[src/rtl/sr_chain_ctrl.sv]
// Serial driver for a daisy-chain of 595-style 8-bit shift/latch registers.
// Optional LED-reset frame (zeros + hold) is enabled by defining SR_CHAIN_LED_RESET_EN.
module sr_chain_ctrl #(
  parameter int CHAIN_LEN    = 4,
  parameter int CLK_DIV      = 5,
  parameter bit MSB_FIRST    = 1'b1
`ifdef SR_CHAIN_LED_RESET_EN
  , parameter int RESET_CYCLES = 10000
`endif
) (
  input  logic                   clk_200,
  input  logic                   ar,
  input  logic [8*CHAIN_LEN-1:0] data_in,
  input  logic                   data_valid,
`ifdef SR_CHAIN_LED_RESET_EN
  input  logic                   led_reset,
`endif
  output logic                   data_ready,
  output logic                   sr_clk,
  output logic                   r_clk,
  output logic                   ser_out,
  output logic                   busy,
  output logic                   frame_done
);

  localparam int NB      = 8 * CHAIN_LEN;
  localparam int BIT_W   = $clog2(NB);
  localparam int DIV_W   = (CLK_DIV > 1) ? $clog2(CLK_DIV) : 1;
  localparam int DIV_PRE = (CLK_DIV >= 2) ? CLK_DIV - 2 : 0;

  localparam logic [BIT_W-1:0] BIT_LAST     = BIT_W'(NB - 1);
  localparam logic [DIV_W-1:0] DIV_LAST     = DIV_W'(CLK_DIV - 1);
  localparam logic [DIV_W-1:0] DIV_BEFORE   = DIV_W'(DIV_PRE);

`ifdef SR_CHAIN_LED_RESET_EN
  localparam int HOLD_W   = (RESET_CYCLES > 1) ? $clog2(RESET_CYCLES) : 1;
  localparam int HOLD_PRE = (RESET_CYCLES >= 2) ? RESET_CYCLES - 2 : 0;
  localparam logic [HOLD_W-1:0] HOLD_LAST   = HOLD_W'(RESET_CYCLES - 1);
  localparam logic [HOLD_W-1:0] HOLD_BEFORE = HOLD_W'(HOLD_PRE);
`endif

  typedef enum logic [2:0] {
    S_IDLE,
    S_SHIFT,
    S_LATCH,
    S_GAP
`ifdef SR_CHAIN_LED_RESET_EN
    , S_HOLD
`endif
  } state_t;

  state_t            state;
  logic [NB-1:0]     shreg;
  logic [BIT_W-1:0]  bit_cnt;
  logic [DIV_W-1:0]  div_cnt;
`ifdef SR_CHAIN_LED_RESET_EN
  logic [HOLD_W-1:0] hold_cnt;
  logic              hold_req;
`endif

  logic              accept;
  logic [NB-1:0]     load_word;

  // Bit that goes on the wire first from a given shift-register value.
  function automatic logic head(input logic [NB-1:0] v);
    return MSB_FIRST ? v[NB-1] : v[0];
  endfunction

  function automatic logic [NB-1:0] advance(input logic [NB-1:0] v);
    return MSB_FIRST ? {v[NB-2:0], 1'b0} : {1'b0, v[NB-1:1]};
  endfunction

  // data_ready is only ever high in IDLE, so accept implies IDLE.
  always_comb begin
    accept    = data_ready && data_valid;
    load_word = data_in;
`ifdef SR_CHAIN_LED_RESET_EN
    if (data_ready && led_reset) begin
      accept    = 1'b1;
      load_word = '0;
    end
`endif
  end

  // NOTE: sequential state uses non-blocking assignments only, so every branch sees pre-edge values.
  always_ff @(posedge clk_200 or negedge ar) begin
    if (!ar) begin
      state      <= S_IDLE;
      shreg      <= '0;
      bit_cnt    <= '0;
      div_cnt    <= '0;
      data_ready <= 1'b0;
      sr_clk     <= 1'b0;
      r_clk      <= 1'b0;
      ser_out    <= 1'b0;
      busy       <= 1'b0;
      frame_done <= 1'b0;
`ifdef SR_CHAIN_LED_RESET_EN
      hold_cnt   <= '0;
      hold_req   <= 1'b0;
`endif
    end else begin
      frame_done <= 1'b0;
      case (state)
        S_IDLE: begin
          sr_clk <= 1'b0;
          r_clk  <= 1'b0;
          if (accept) begin
            state      <= S_SHIFT;
            shreg      <= load_word;
            ser_out    <= head(load_word);
            bit_cnt    <= '0;
            div_cnt    <= '0;
            data_ready <= 1'b0;
            busy       <= 1'b1;
`ifdef SR_CHAIN_LED_RESET_EN
            hold_req   <= led_reset;
`endif
          end else begin
            data_ready <= 1'b1;
          end
        end

        S_SHIFT: begin
          if (div_cnt != DIV_LAST) begin
            div_cnt <= div_cnt + 1'b1;
          end else begin
            div_cnt <= '0;
            if (!sr_clk) begin
              sr_clk <= 1'b1;
            end else begin
              sr_clk <= 1'b0;
              if (bit_cnt == BIT_LAST) begin
                state <= S_LATCH;
                r_clk <= 1'b1;
              end else begin
                bit_cnt <= bit_cnt + 1'b1;
                shreg   <= advance(shreg);
                ser_out <= head(advance(shreg));
              end
            end
          end
        end

        S_LATCH: begin
          if (div_cnt != DIV_LAST) begin
            div_cnt <= div_cnt + 1'b1;
          end else begin
            div_cnt    <= '0;
            r_clk      <= 1'b0;
            ser_out    <= 1'b0;
            state      <= S_GAP;
`ifdef SR_CHAIN_LED_RESET_EN
            frame_done <= (CLK_DIV == 1) && !hold_req;
`else
            frame_done <= (CLK_DIV == 1);
`endif
          end
        end

        S_GAP: begin
          if (div_cnt != DIV_LAST) begin
            div_cnt    <= div_cnt + 1'b1;
`ifdef SR_CHAIN_LED_RESET_EN
            frame_done <= (div_cnt == DIV_BEFORE) && !hold_req;
`else
            frame_done <= (div_cnt == DIV_BEFORE);
`endif
          end else begin
            div_cnt <= '0;
`ifdef SR_CHAIN_LED_RESET_EN
            if (hold_req) begin
              state      <= S_HOLD;
              hold_cnt   <= '0;
              frame_done <= (RESET_CYCLES == 1);
            end else begin
              state      <= S_IDLE;
              data_ready <= 1'b1;
              busy       <= 1'b0;
            end
`else
            state      <= S_IDLE;
            data_ready <= 1'b1;
            busy       <= 1'b0;
`endif
          end
        end

`ifdef SR_CHAIN_LED_RESET_EN
        S_HOLD: begin
          if (hold_cnt != HOLD_LAST) begin
            hold_cnt   <= hold_cnt + 1'b1;
            frame_done <= (hold_cnt == HOLD_BEFORE);
          end else begin
            hold_cnt   <= '0;
            hold_req   <= 1'b0;
            state      <= S_IDLE;
            data_ready <= 1'b1;
            busy       <= 1'b0;
          end
        end
`endif

        default: begin
          state      <= S_IDLE;
          sr_clk     <= 1'b0;
          r_clk      <= 1'b0;
          ser_out    <= 1'b0;
          busy       <= 1'b0;
          data_ready <= 1'b0;
        end
      endcase
    end
  end

endmodule

[config.mk]
export PLATFORM = sky130hd
export DESIGN_NAME = sr_chain_ctrl
export DESIGN_NICKNAME = d
export VERILOG_FILES = /design/src/rtl/sr_chain_ctrl.sv
export SDC_FILE = /design/constraint.sdc
export NUM_CORES = 1
export LEC_CHECK = 0
export ABC_AREA = 1
export BUFFER_PORTS_ARGS = -buffer_cell sky130_fd_sc_hd__buf_2
export CORE_MARGIN = 10
export CORE_UTILIZATION = 39
export CTS_CLUSTER_DIAMETER = 60
export DETAILED_ROUTE_END_ITERATION = 12
export PLACE_DENSITY = 0.63
export SYNTH_ARGS = -nofsm -noshare
export SYNTH_HDL_FRONTEND = slang
export SYNTH_SLANG_ARGS = --single-unit
[constraint.sdc]
create_clock -name clk_200 -period 3.1 [get_ports clk_200]
set_input_delay 0.155 -clock clk_200 [delete_from_list [all_inputs] [get_ports clk_200]]
set_output_delay 0.155 -clock clk_200 [all_outputs]
set_load 0.05 [all_outputs]
==> run metrics <==
worst-skew pair later-pin latency 300 ps; Worst Clk Skew around 7.0 ps; drt total wl 5450 um; Root Buffer clkbuf_8; setup violators final 0; crit share post-route 68.2%; Place WS 958 ps; worst hold start data_in[22]; Hold WS 138 ps; FF-to-FF End bit_cnt[3]; switching share of power 47.2%; Yosys warning total 0; Multi-input gate area 0.00120 sq mm; commonest non-fill, non-tap cell in the layout nand2_1; fin worst setup slack 986 ps; Placer Congestion approximately 0.82; number of diodes 0; clk buf depth 2; total CTS buffers 5; htree depth 2; hold worst-path end shreg[22]; clock network fraction of design power 15.3%; total power 0.00297 W; syn_nets 408; maximum number of pins on one net before global-route repair 37; WL/cell 11.4 um; unrepaired setup endpoints after global routing false; flop2flop setup slack 990 ps; TritonCTS clock tree yes; Psw 0.00140 W; DRC 0; CP Capture Type register; Least-Margin Pin Slew 809 ps; Seq pwr share 34.4%; Fin. Hold Viols 0; Via density 4.53; chip width 101 um; CP dominant cell by count nand2_1; PortBufs 40; sequential share of the synthesized area 45.9%; DR pass1 iterations 4; Nets ~450; initial antenna violation count 0; worst path cell trace inv_1 > ha_1 > buf_4 > nand2_2 > nand3_2 > nor2_4 > nand2_1 > nand2_1; Setup Total Neg Slack 0 ps; DP Wirelength 3790 um; global router's overall resource usage between 10 and 15%; Critical Path AT roughly 2400 ps; WS Path Type reg -> reg; wire length of the first global-routing pass ~9300 um; Worst IR Drop VDD 0.637 mV; via count roughly 2.2k; Iteration-0 DRC Markers 103; combinational share of power 50.3%; Slowest Stage Delay on Critical Path 640 ps; Pint 0.00157 W; Starting Density 40.3%; crit path launch type register; Final Max Tran Viols 0; die area 0.0102 sq mm; Seq cells post-synth 47; Core ar. 0.00635 sq mm; crit-path leading delay family simple AND/OR/NAND/NOR gates; Worst Hold Class in -> reg; setup bufs post-CTS 0; Syn Inst Count 362; layout cell share with drive strength beyond 1 15.2%; CP max stage cell nor2_4; Pwr Density 1020 mW/mm^2; worst r2r path cells 8; Synth cell types 19; CP required around 3300 ps; Hold Crit Depth 5; register area 0.00118 sq mm; post-CTS sizing 0; status completed; Top-Level Pins 41; final critical-path required period 2110 ps; Crit Path Max Fanout 36; Die Ht 101 um; CTS clock-pin slew for the worst setup and hold paths 90 ps; Post-DRT Antenna Nets 0; Syn Std Cell Area about 0.0026 sq mm; commonest non-fill, non-tap cells in the layout nand2_1 (233), dfrtp_1 (47), buf_2 (40); buffers and inverters on the worst path 2; Synth Area per Inst ~7 sq um; Area growth syn-to-layout 13.6%; Std-Cell Rows 29; Critical R2R Launch state[1]; grt ovf 0; main area contributors after synthesis dfrtp_1 (46%), nand2_1 (34%), ha_1 (5.4%); Rel. slew slack 45.9%; Leak 1.75 nW; FMAX 0.473 GHz; fillcell total 660; CTS Sinks 47; maxcap violations 0; vias in the first global route 2070; cell taking the most area after synthesis dfrtp_1; top cell type's share of synthesized area 45.9%
-- logic make-up after synthesis --
logic type / count (synthesis) / synth area share, %
AOI/OAI and AO/OA: 10 / 2.10
buffers and inverters: 37 / 7.18
adders and majority gates: 11 / 5.37
DFF: 47 / 45.9
and+or+nand+nor: 257 / 39.4
-- state kept, by name, indices dropped and copies added (netlist names) --
signal	count
div_cnt	3
state	2
bit_cnt	5
sr_clk	1
r_clk	1
data_ready	1
shreg	31
busy	1
ser_out	1
frame_done	1
-- routing by layer --
layer / GRT usage [%] / vias up / routed length, um
met1: 14.2 / 966 / 2680
met2: 17.3 / 34 / 2530
met3: 2.67 / 5 / 191
met4: 3.54 / 0 / 51
met5: 0 / - / 0
li1: - / 1159 / -
-- cell type report --
class	count	share of cell area, %
Clock buffer	5	2.37
Clock inverter	3	1.51
Inverter	24	3.10
Multi-Input combinational cell	278	41.3
Sequential cell	47	40.4
Tap cell	77	3.31
Timing Repair Buffer	44	8.00
-- what timing repair did --
item                                    CTS  global route
endpoints found under the setup margin    0             0
hold buffers                              1             0
hold endpoints to repair                 27             0
-- cell usage after synthesis, drive strengths merged --
cell type	number
nand2	237
nand3	9
nor3b	1
o21ai	8
inv	24
nor2	9
a21oi	2
ha	11
dfrtp	47
buf	13
nand4	1
-- worst max path at each step --
stage               startpoint         end  slack (ps)  depth (start not counted)
floorplan           bit_cnt[0]  bit_cnt[0]        1500                         11
global placement      state[1]   shreg[11]        1030                          8
detailed placement    state[1]  bit_cnt[3]         960                          8
CTS                   state[1]  bit_cnt[3]         940                          8
global route        bit_cnt[0]    shreg[7]         740                          9
finish                state[1]  bit_cnt[3]         990                          8
-- worst min-delay path: stages --
cell and delay, ps:
buf_2 70, nand2_1 40, nand2_1 50, nand2_1 40, nand2_1 50
-- power by group through the flow --
stage / sequential [W] / combinational [W] / clock, W
global route: 0.00106 / 0.00175 / 0.000489
detailed placement: 0.00103 / 0.00153 / 0
floorplan: 0.00110 / 0.00121 / 0
finish: 0.00102 / 0.00149 / 0.000453
CTS: 0.00102 / 0.00154 / 0.000467
global placement: 0.00103 / 0.00150 / 0
-- stage by stage --
stage | cell area [sq um] | utilization, % | cells
after floorplan | 2560 | - | 362
after global placement | 2790 | 43.9 | 469
after detailed placement | 2790 | 43.9 | 469
after CTS | 2910 | 45.8 | 478
after global routing | 2910 | 45.8 | 478
final | 2910 | 45.8 | 478
Note: power is estimated with default switching activity, not from simulation.
